<file path="src/rtl/count_capture_if.sv">
// Bundle of the control, sample and read-port signals of the capture buffer.
//
// Read handshake: rd_valid/rd_ready follow strict valid/ready semantics. An
// entry transfers on a rising clk edge where rd_valid && rd_ready. While
// rd_valid is high and rd_ready is low, rd_data and rd_valid hold stable.
// rd_ready is ignored while rd_valid is low. in_valid has no back-pressure:
// a sample is offered for exactly the cycle in_valid is high.
interface count_capture_if #(
  parameter int DATA_W = 8,
  parameter int ADDR_W = 4
);
  logic              arm;
  logic              abort;
  logic              in_valid;
  logic [DATA_W-1:0] in_data;
  logic              rd_valid;
  logic              rd_ready;
  logic [DATA_W-1:0] rd_data;
  logic              busy;
  logic              done;
  logic [ADDR_W:0]   fill_level;

  // Host / stimulus side.
  modport master (
    output arm, abort, in_valid, in_data, rd_ready,
    input  rd_valid, rd_data, busy, done, fill_level
  );

  // Capture buffer side.
  modport slave (
    input  arm, abort, in_valid, in_data, rd_ready,
    output rd_valid, rd_data, busy, done, fill_level
  );
endinterface

</file>
<file path="src/rtl/count_capture_buf.sv">
// Triggered capture buffer: once armed, waits for the counter sample equal to
// TRIG_VALUE, stores DEPTH consecutive valid samples starting with it, then
// drains them through a first-word fall-through valid/ready read port.
module count_capture_buf #(
  parameter int          DATA_W     = 8,
  parameter int          ADDR_W     = 4,
  parameter int unsigned TRIG_VALUE = 255
) (
  input  logic                clk,
  input  logic                rst_n,
  count_capture_if.slave      bus,
  output logic [1:0]          state_dbg
);

  localparam int DEPTH = 2 ** ADDR_W;
  localparam logic [ADDR_W:0]   FILL_LAST = (ADDR_W + 1)'(DEPTH - 1);
  localparam logic [DATA_W-1:0] TRIG      = DATA_W'(TRIG_VALUE);

  typedef enum logic [1:0] {
    ST_IDLE    = 2'd0,
    ST_ARMED   = 2'd1,
    ST_CAPTURE = 2'd2,
    ST_DRAIN   = 2'd3
  } state_t;

  state_t            state_q, state_d;
  logic [ADDR_W-1:0] wr_ptr_q, wr_ptr_d;
  logic [ADDR_W-1:0] rd_ptr_q, rd_ptr_d;
  logic [ADDR_W:0]   fill_q, fill_d;
  logic              done_q, done_d;
  logic              mem_we;
  logic [DATA_W-1:0] mem [DEPTH];

  // Next-state logic; abort overrides every other action in the same cycle.
  always_comb begin
    state_d  = state_q;
    wr_ptr_d = wr_ptr_q;
    rd_ptr_d = rd_ptr_q;
    fill_d   = fill_q;
    done_d   = 1'b0;
    mem_we   = 1'b0;
    if (bus.abort) begin
      state_d  = ST_IDLE;
      wr_ptr_d = '0;
      rd_ptr_d = '0;
      fill_d   = '0;
    end else begin
      case (state_q)
        ST_IDLE: begin
          if (bus.arm) begin
            state_d  = ST_ARMED;
            wr_ptr_d = '0;
            rd_ptr_d = '0;
            fill_d   = '0;
          end
        end
        ST_ARMED: begin
          // The trigger sample itself is the first stored entry.
          if (bus.in_valid && (bus.in_data == TRIG)) begin
            mem_we   = 1'b1;
            wr_ptr_d = wr_ptr_q + ADDR_W'(1);
            fill_d   = fill_q + (ADDR_W + 1)'(1);
            state_d  = ST_CAPTURE;
          end
        end
        ST_CAPTURE: begin
          // Trigger is not re-checked here; gaps simply hold the state.
          if (bus.in_valid) begin
            mem_we   = 1'b1;
            wr_ptr_d = wr_ptr_q + ADDR_W'(1);
            fill_d   = fill_q + (ADDR_W + 1)'(1);
            if (fill_q == FILL_LAST) begin
              state_d = ST_DRAIN;
            end
          end
        end
        ST_DRAIN: begin
          if (bus.rd_ready) begin
            rd_ptr_d = rd_ptr_q + ADDR_W'(1);
            fill_d   = fill_q - (ADDR_W + 1)'(1);
            if (fill_q == (ADDR_W + 1)'(1)) begin
              state_d = ST_IDLE;
              done_d  = 1'b1;
            end
          end
        end
        default: begin
          state_d = ST_IDLE;
        end
      endcase
    end
  end

  // State, pointer, fill and done registers with asynchronous clear.
  always_ff @(posedge clk or negedge rst_n) begin
    if (!rst_n) begin
      state_q  <= ST_IDLE;
      wr_ptr_q <= '0;
      rd_ptr_q <= '0;
      fill_q   <= '0;
      done_q   <= 1'b0;
    end else begin
      state_q  <= state_d;
      wr_ptr_q <= wr_ptr_d;
      rd_ptr_q <= rd_ptr_d;
      fill_q   <= fill_d;
      done_q   <= done_d;
    end
  end

  // Sample storage; contents are don't-care after reset so no clear.
  always_ff @(posedge clk) begin
    if (mem_we) begin
      mem[wr_ptr_q] <= bus.in_data;
    end
  end

  // Outputs: rd_data is zero outside DRAIN so it reads 0 under reset.
  always_comb begin
    bus.rd_valid   = (state_q == ST_DRAIN);
    bus.rd_data    = (state_q == ST_DRAIN) ? mem[rd_ptr_q] : '0;
    bus.busy       = (state_q != ST_IDLE);
    bus.done       = done_q;
    bus.fill_level = fill_q;
    state_dbg      = state_q;
  end

endmodule
</file>
<file path="src/flat_wrapper.sv">
// flat-port wrapper written by rule: the top's interface ports become plain ports
module count_capture_buf_flat 
#(
  parameter int          DATA_W     = 8,
  parameter int          ADDR_W     = 4,
  parameter int unsigned TRIG_VALUE = 255
)
  (clk, rst_n, state_dbg, bus_arm, bus_abort, bus_in_valid, bus_in_data, bus_rd_ready, bus_rd_valid, bus_rd_data, bus_busy, bus_done, bus_fill_level);
  count_capture_if #(.DATA_W(DATA_W), .ADDR_W(ADDR_W)) bus_i ();
  input  logic clk;
  input  logic rst_n;
  output logic [1:0] state_dbg;
  input wire logic [$bits(bus_i.arm)-1:0] bus_arm;
  input wire logic [$bits(bus_i.abort)-1:0] bus_abort;
  input wire logic [$bits(bus_i.in_valid)-1:0] bus_in_valid;
  input wire logic [$bits(bus_i.in_data)-1:0] bus_in_data;
  input wire logic [$bits(bus_i.rd_ready)-1:0] bus_rd_ready;
  output wire logic [$bits(bus_i.rd_valid)-1:0] bus_rd_valid;
  output wire logic [$bits(bus_i.rd_data)-1:0] bus_rd_data;
  output wire logic [$bits(bus_i.busy)-1:0] bus_busy;
  output wire logic [$bits(bus_i.done)-1:0] bus_done;
  output wire logic [$bits(bus_i.fill_level)-1:0] bus_fill_level;
  assign bus_i.arm = bus_arm;
  assign bus_i.abort = bus_abort;
  assign bus_i.in_valid = bus_in_valid;
  assign bus_i.in_data = bus_in_data;
  assign bus_i.rd_ready = bus_rd_ready;
  assign bus_rd_valid = bus_i.rd_valid;
  assign bus_rd_data = bus_i.rd_data;
  assign bus_busy = bus_i.busy;
  assign bus_done = bus_i.done;
  assign bus_fill_level = bus_i.fill_level;
  count_capture_buf #(.DATA_W(DATA_W), .ADDR_W(ADDR_W), .TRIG_VALUE(TRIG_VALUE)) u_core (.clk(clk), .rst_n(rst_n), .bus(bus_i), .state_dbg(state_dbg));
endmodule
</file>
<file path="config.mk">
export PLATFORM = sky130hd
export DESIGN_NAME = count_capture_buf_flat
export DESIGN_NICKNAME = d
export VERILOG_FILES = /design/src/rtl/count_capture_if.sv /design/src/rtl/count_capture_buf.sv /design/src/flat_wrapper.sv
export SDC_FILE = /design/constraint.sdc
export NUM_CORES = 1
export LEC_CHECK = 0
export ABC_CLOCK_PERIOD_IN_PS = 3550
export BUFFER_PORTS_ARGS = -buffer_cell sky130_fd_sc_hd__buf_2
export CORE_MARGIN = 2
export CORE_UTILIZATION = 40
export CTS_BUF_LIST = sky130_fd_sc_hd__clkbuf_4
export CTS_CLUSTER_SIZE = 25
export DETAILED_ROUTE_END_ITERATION = 16
export GPL_ROUTABILITY_DRIVEN = 1
export GPL_TIMING_DRIVEN = 0
export PLACE_DENSITY_LB_ADDON = 0.2
export SLEW_MARGIN = 20
export SYNTH_ARGS = -nofsm -noshare
export SYNTH_HDL_FRONTEND = slang
export SYNTH_SLANG_ARGS = --single-unit
</file>
<file path="constraint.sdc">
create_clock -name clk -period 3.55 [get_ports clk]
set_input_delay 0.1775 -clock clk [delete_from_list [all_inputs] [get_ports clk]]
set_output_delay 0.1775 -clock clk [all_outputs]
set_load 0.02 [all_outputs]
</file>
==> impl_results.md <==
* CTS clk-pin slew, worst paths at 0.11 ns
* Sequential share of power at 0.539
* Power Internal at 2.57 mW
* Final hold vios at 0
* Core box area at 15,100 um^2
* Final setup violation count at 0
* Least-Margin Pin Slew at 0.846 ns
* Worst Path Max Fanout at 9
* Pleak at 2.39 nW
* Initial core utilization at 0.409
* Worst path bufs/invs at 4
* Routed length per instance at 21.1 um
* Post-CTS Setup Inserts at 0
* Top delay family on crit path: simple AND/OR/NAND/NOR gates
* DRC viols at 0
* Gpl congestion at 0.814
* H-tree depth at 4
* CTS Buf Count at 17
* Highest cell delay on the worst timing path at 0.60 ns
* CTS Root Cell: clkbuf_4
* Pre-CTS setup slack at 0.532 ns
* Post-Synth Adder-Cell Area at 0.0262
* Initial DRC Count at 261
* Status: finished, final reports clean
* Post-CTS Hold Fix Bufs at 5
* Post-synthesis mux area share at 0.147
* Final WS setup at 0.554 ns
* Share of layout cells above drive strength 1 at 0.312
* Vias in the first global route at 3,584
* Main flop type after synthesis: edfxtp_1
* Power density cells at 502 nW/um^2
* Hold crit path type: primary input to flip-flop
* Synth Net Count at 389
* Dpl hpwl at 9100 um
* CP required at 3.79 ns
* Grt ovf at 0
* Count of cell types in the netlist at 48
* IO Count at 32
* Die Ht at 128 um
* Switching portion of total power at 0.276
* DIE WIDTH at 128 um
* Syn avg cell area at 17.1 um^2
* CTS Sinks at 144
* Fin. max-slew vios at 0
* Psw at 0.982 mW
* Post-synthesis compound-gate area fraction at 0.0501
* Gate power share at 0.181
* Gr usage total at 0.177
* Fmax at 334 MHz
* Worst setup EP type: flip-flop
* Crit path time final at 3.00 ns
* Top cell by count, worst path: inv_1
* Post-synthesis xor/xnor area fraction at 0.00283
* Antenna viol nets, final at 0
* Skew final at 0.0153 ns
* Critical Path AT at 3.24 ns
* Clock buffer depth at 2
* Largest net degree at the start of global routing at 18
* Max-Cap Viols at 0
* Simple-gate share of the synthesized area at 0.0614
* Worst path cell trace: inv_1 -> ha_1 -> clkbuf_1 -> inv_1 -> nor2_1 -> nand2_1 -> nor4_2 -> buf_2
* Final instance area at 7080 um^2
* Dpl cell area at 6750 um^2
* Vias per cell at 5.42
* Gate count of the mapped netlist at 362
* Combinational family with the most area after synthesis: multiplexers
* Critical path's slowest cell: nor4_2
* Total power at 3.55 mW
* DR vias at 3,425
* Final #Nets at 458
* Cts repair resizes at 0
* First-pass GRT wire length at 20,700 um
* Critical path class: flip-flop to flip-flop
* TritonCTS clock tree: built
* Synthesized cell area at 6200 um^2
* EDFF count, synth at 128
* Number of antenna violations at the first check in global routing at 1
* Worst-Skew Late Latency at 0.54 ns
* Final Cycle Share at 0.844
* Ys async rst share at 0.111
* Synth warn at 0
* Clock share of power at 0.280
* IO Port Bufs at 30
* Seq/Total Area, Yosys at 0.685
* Area grow syn2layout at 14.2%
* Peak supply drop at 0.319 mV
* Relative slew slack at 0.436
* Die area at 16,500 um^2
* CP Launch Type: flip-flop
* Post-Route WL at 13,300 um
* Pre-Repair DR Iteration Count at 4
* RSZ-0062 raised after global routing: no
* Register bit total from synthesis at 144
* Site Rows at 45
## state kept, by name, indices dropped and copies added (netlist names)
| signal | cells |
|---|---|
| u_core.bus.done | 1 |
| u_core.wr_ptr_q | 4 |
| u_core.bus.fill_level | 5 |
| u_core.mem | 128 |
| u_core.state_dbg | 2 |
| u_core.rd_ptr_q | 4 |
## synthesized netlist by cell type, types with 2 or more instances
cell	instances	area, um^2
or4_1	2	15.0
mux2i_1	18	180
xor2_1	2	17.5
dfrtp_1	16	400
nand2_1	15	56.3
inv_1	16	60.1
buf_6	2	22.5
a21oi_1	5	25.0
o41ai_1	5	43.8
o21ai_0	11	55.1
o21ai_1	2	10.0
nand3_1	5	25.0
mux4_2	32	721
nor4_1	8	50.1
nor3_1	11	55.1
clkbuf_1	8	30.0
ha_1	13	163
and3_1	3	18.8
and2_1	2	12.5
o21a_1	2	15.0
buf_1	2	7.51
buf_2	5	25.0
buf_4	3	22.5
o22ai_1	9	56.3
nand2b_1	3	18.8
edfxtp_1	128	3840
nor2_1	13	48.8
## cells by family after synthesis
kind of cell,after synthesis
AO/OA/AOI/OAI,45
flip-flops,144
AND/OR/NAND/NOR,70
XOR/XNOR,2
adder cells (fa/ha/maj),13
buffers and inverters,37
multiplexers,51
## per-stage QoR
stage	hold slack (ns)	setup TNS, ns	instances	util
4_1_cts	0.00110	0	629	0.466
5_1_grt	0.00330	0	632	0.467
2_1_floorplan	-0.118	0	362	-
6_report	0.0535	0	632	0.467
3_3_place_gp	0.124	-9.82	580	0.435
3_5_place_dp	0.136	0	593	0.445
## power by group through the flow
stage | combinational [mW] | sequential, mW | clock, mW
after floorplan | 0.436 | 1.96 | 0
after global placement | 0.625 | 1.95 | 0
after detailed placement | 0.639 | 1.95 | 0
after CTS | 0.647 | 1.91 | 1.02
after global routing | 0.712 | 1.92 | 1.10
final | 0.644 | 1.91 | 0.995
## layout make-up
cell class                 instances  area [um^2]
buffer                            20          108
sequential                       144         4240
tap                              188          235
inverter                          17         63.8
clock buffer                      23          173
timing repair buffer              50          298
antenna                            1         2.50
clock inverter                     8         90.1
multi-input combinational        181         1870
fill                            1324         8070
## path summary, 6_finish.rpt
check                               startpoint                       end  slack (ns)  cells past startpoint
setup / recovery           u_core.state_dbg[0]          u_core.mem[9][1]        0.55                      8
hold reg to reg             u_core.rd_ptr_q[1]        u_core.rd_ptr_q[1]        0.58                      2
setup reg to reg           u_core.state_dbg[0]          u_core.mem[9][1]        0.55                      8
max in group asynchronous                rst_n  u_core.bus.fill_level[3]        3.18                      2
min in group asynchronous                rst_n       u_core.state_dbg[0]        0.08                      2
hold / removal                  bus_in_data[1]          u_core.mem[1][1]        0.05                      1
## per-layer routing
layer,part of all wire,GRT usage
met1,0.44,0.230
met3,0.049,0.0486
met2,0.51,0.290
met4,0.0058,0.0588
met5,0,0
## cells in the final DEF, fill, tap and decap left out, types with 3 or more instances in the layout
master,netlist,routed
nand3_1,5,5
o21ai_0,11,11
mux4_2,32,32
clkinv_2,0,3
o22ai_1,9,9
edfxtp_1,128,128
nor2_1,13,13
nor4_2,0,7
clkinv_1,1,3
buf_4,3,8
a21oi_1,5,5
nor3_1,11,3
dfrtp_1,16,16
nor3_2,1,9
inv_1,16,16
mux2i_1,18,18
nand2b_1,3,3
and3_1,3,3
dlygate4sd3_1,0,7
clkbuf_4,0,23
nand2_1,15,15
buf_2,5,43
clkbuf_1,8,8
o41ai_1,5,5
ha_1,13,13
Note: power is estimated with default switching activity, not from simulation.
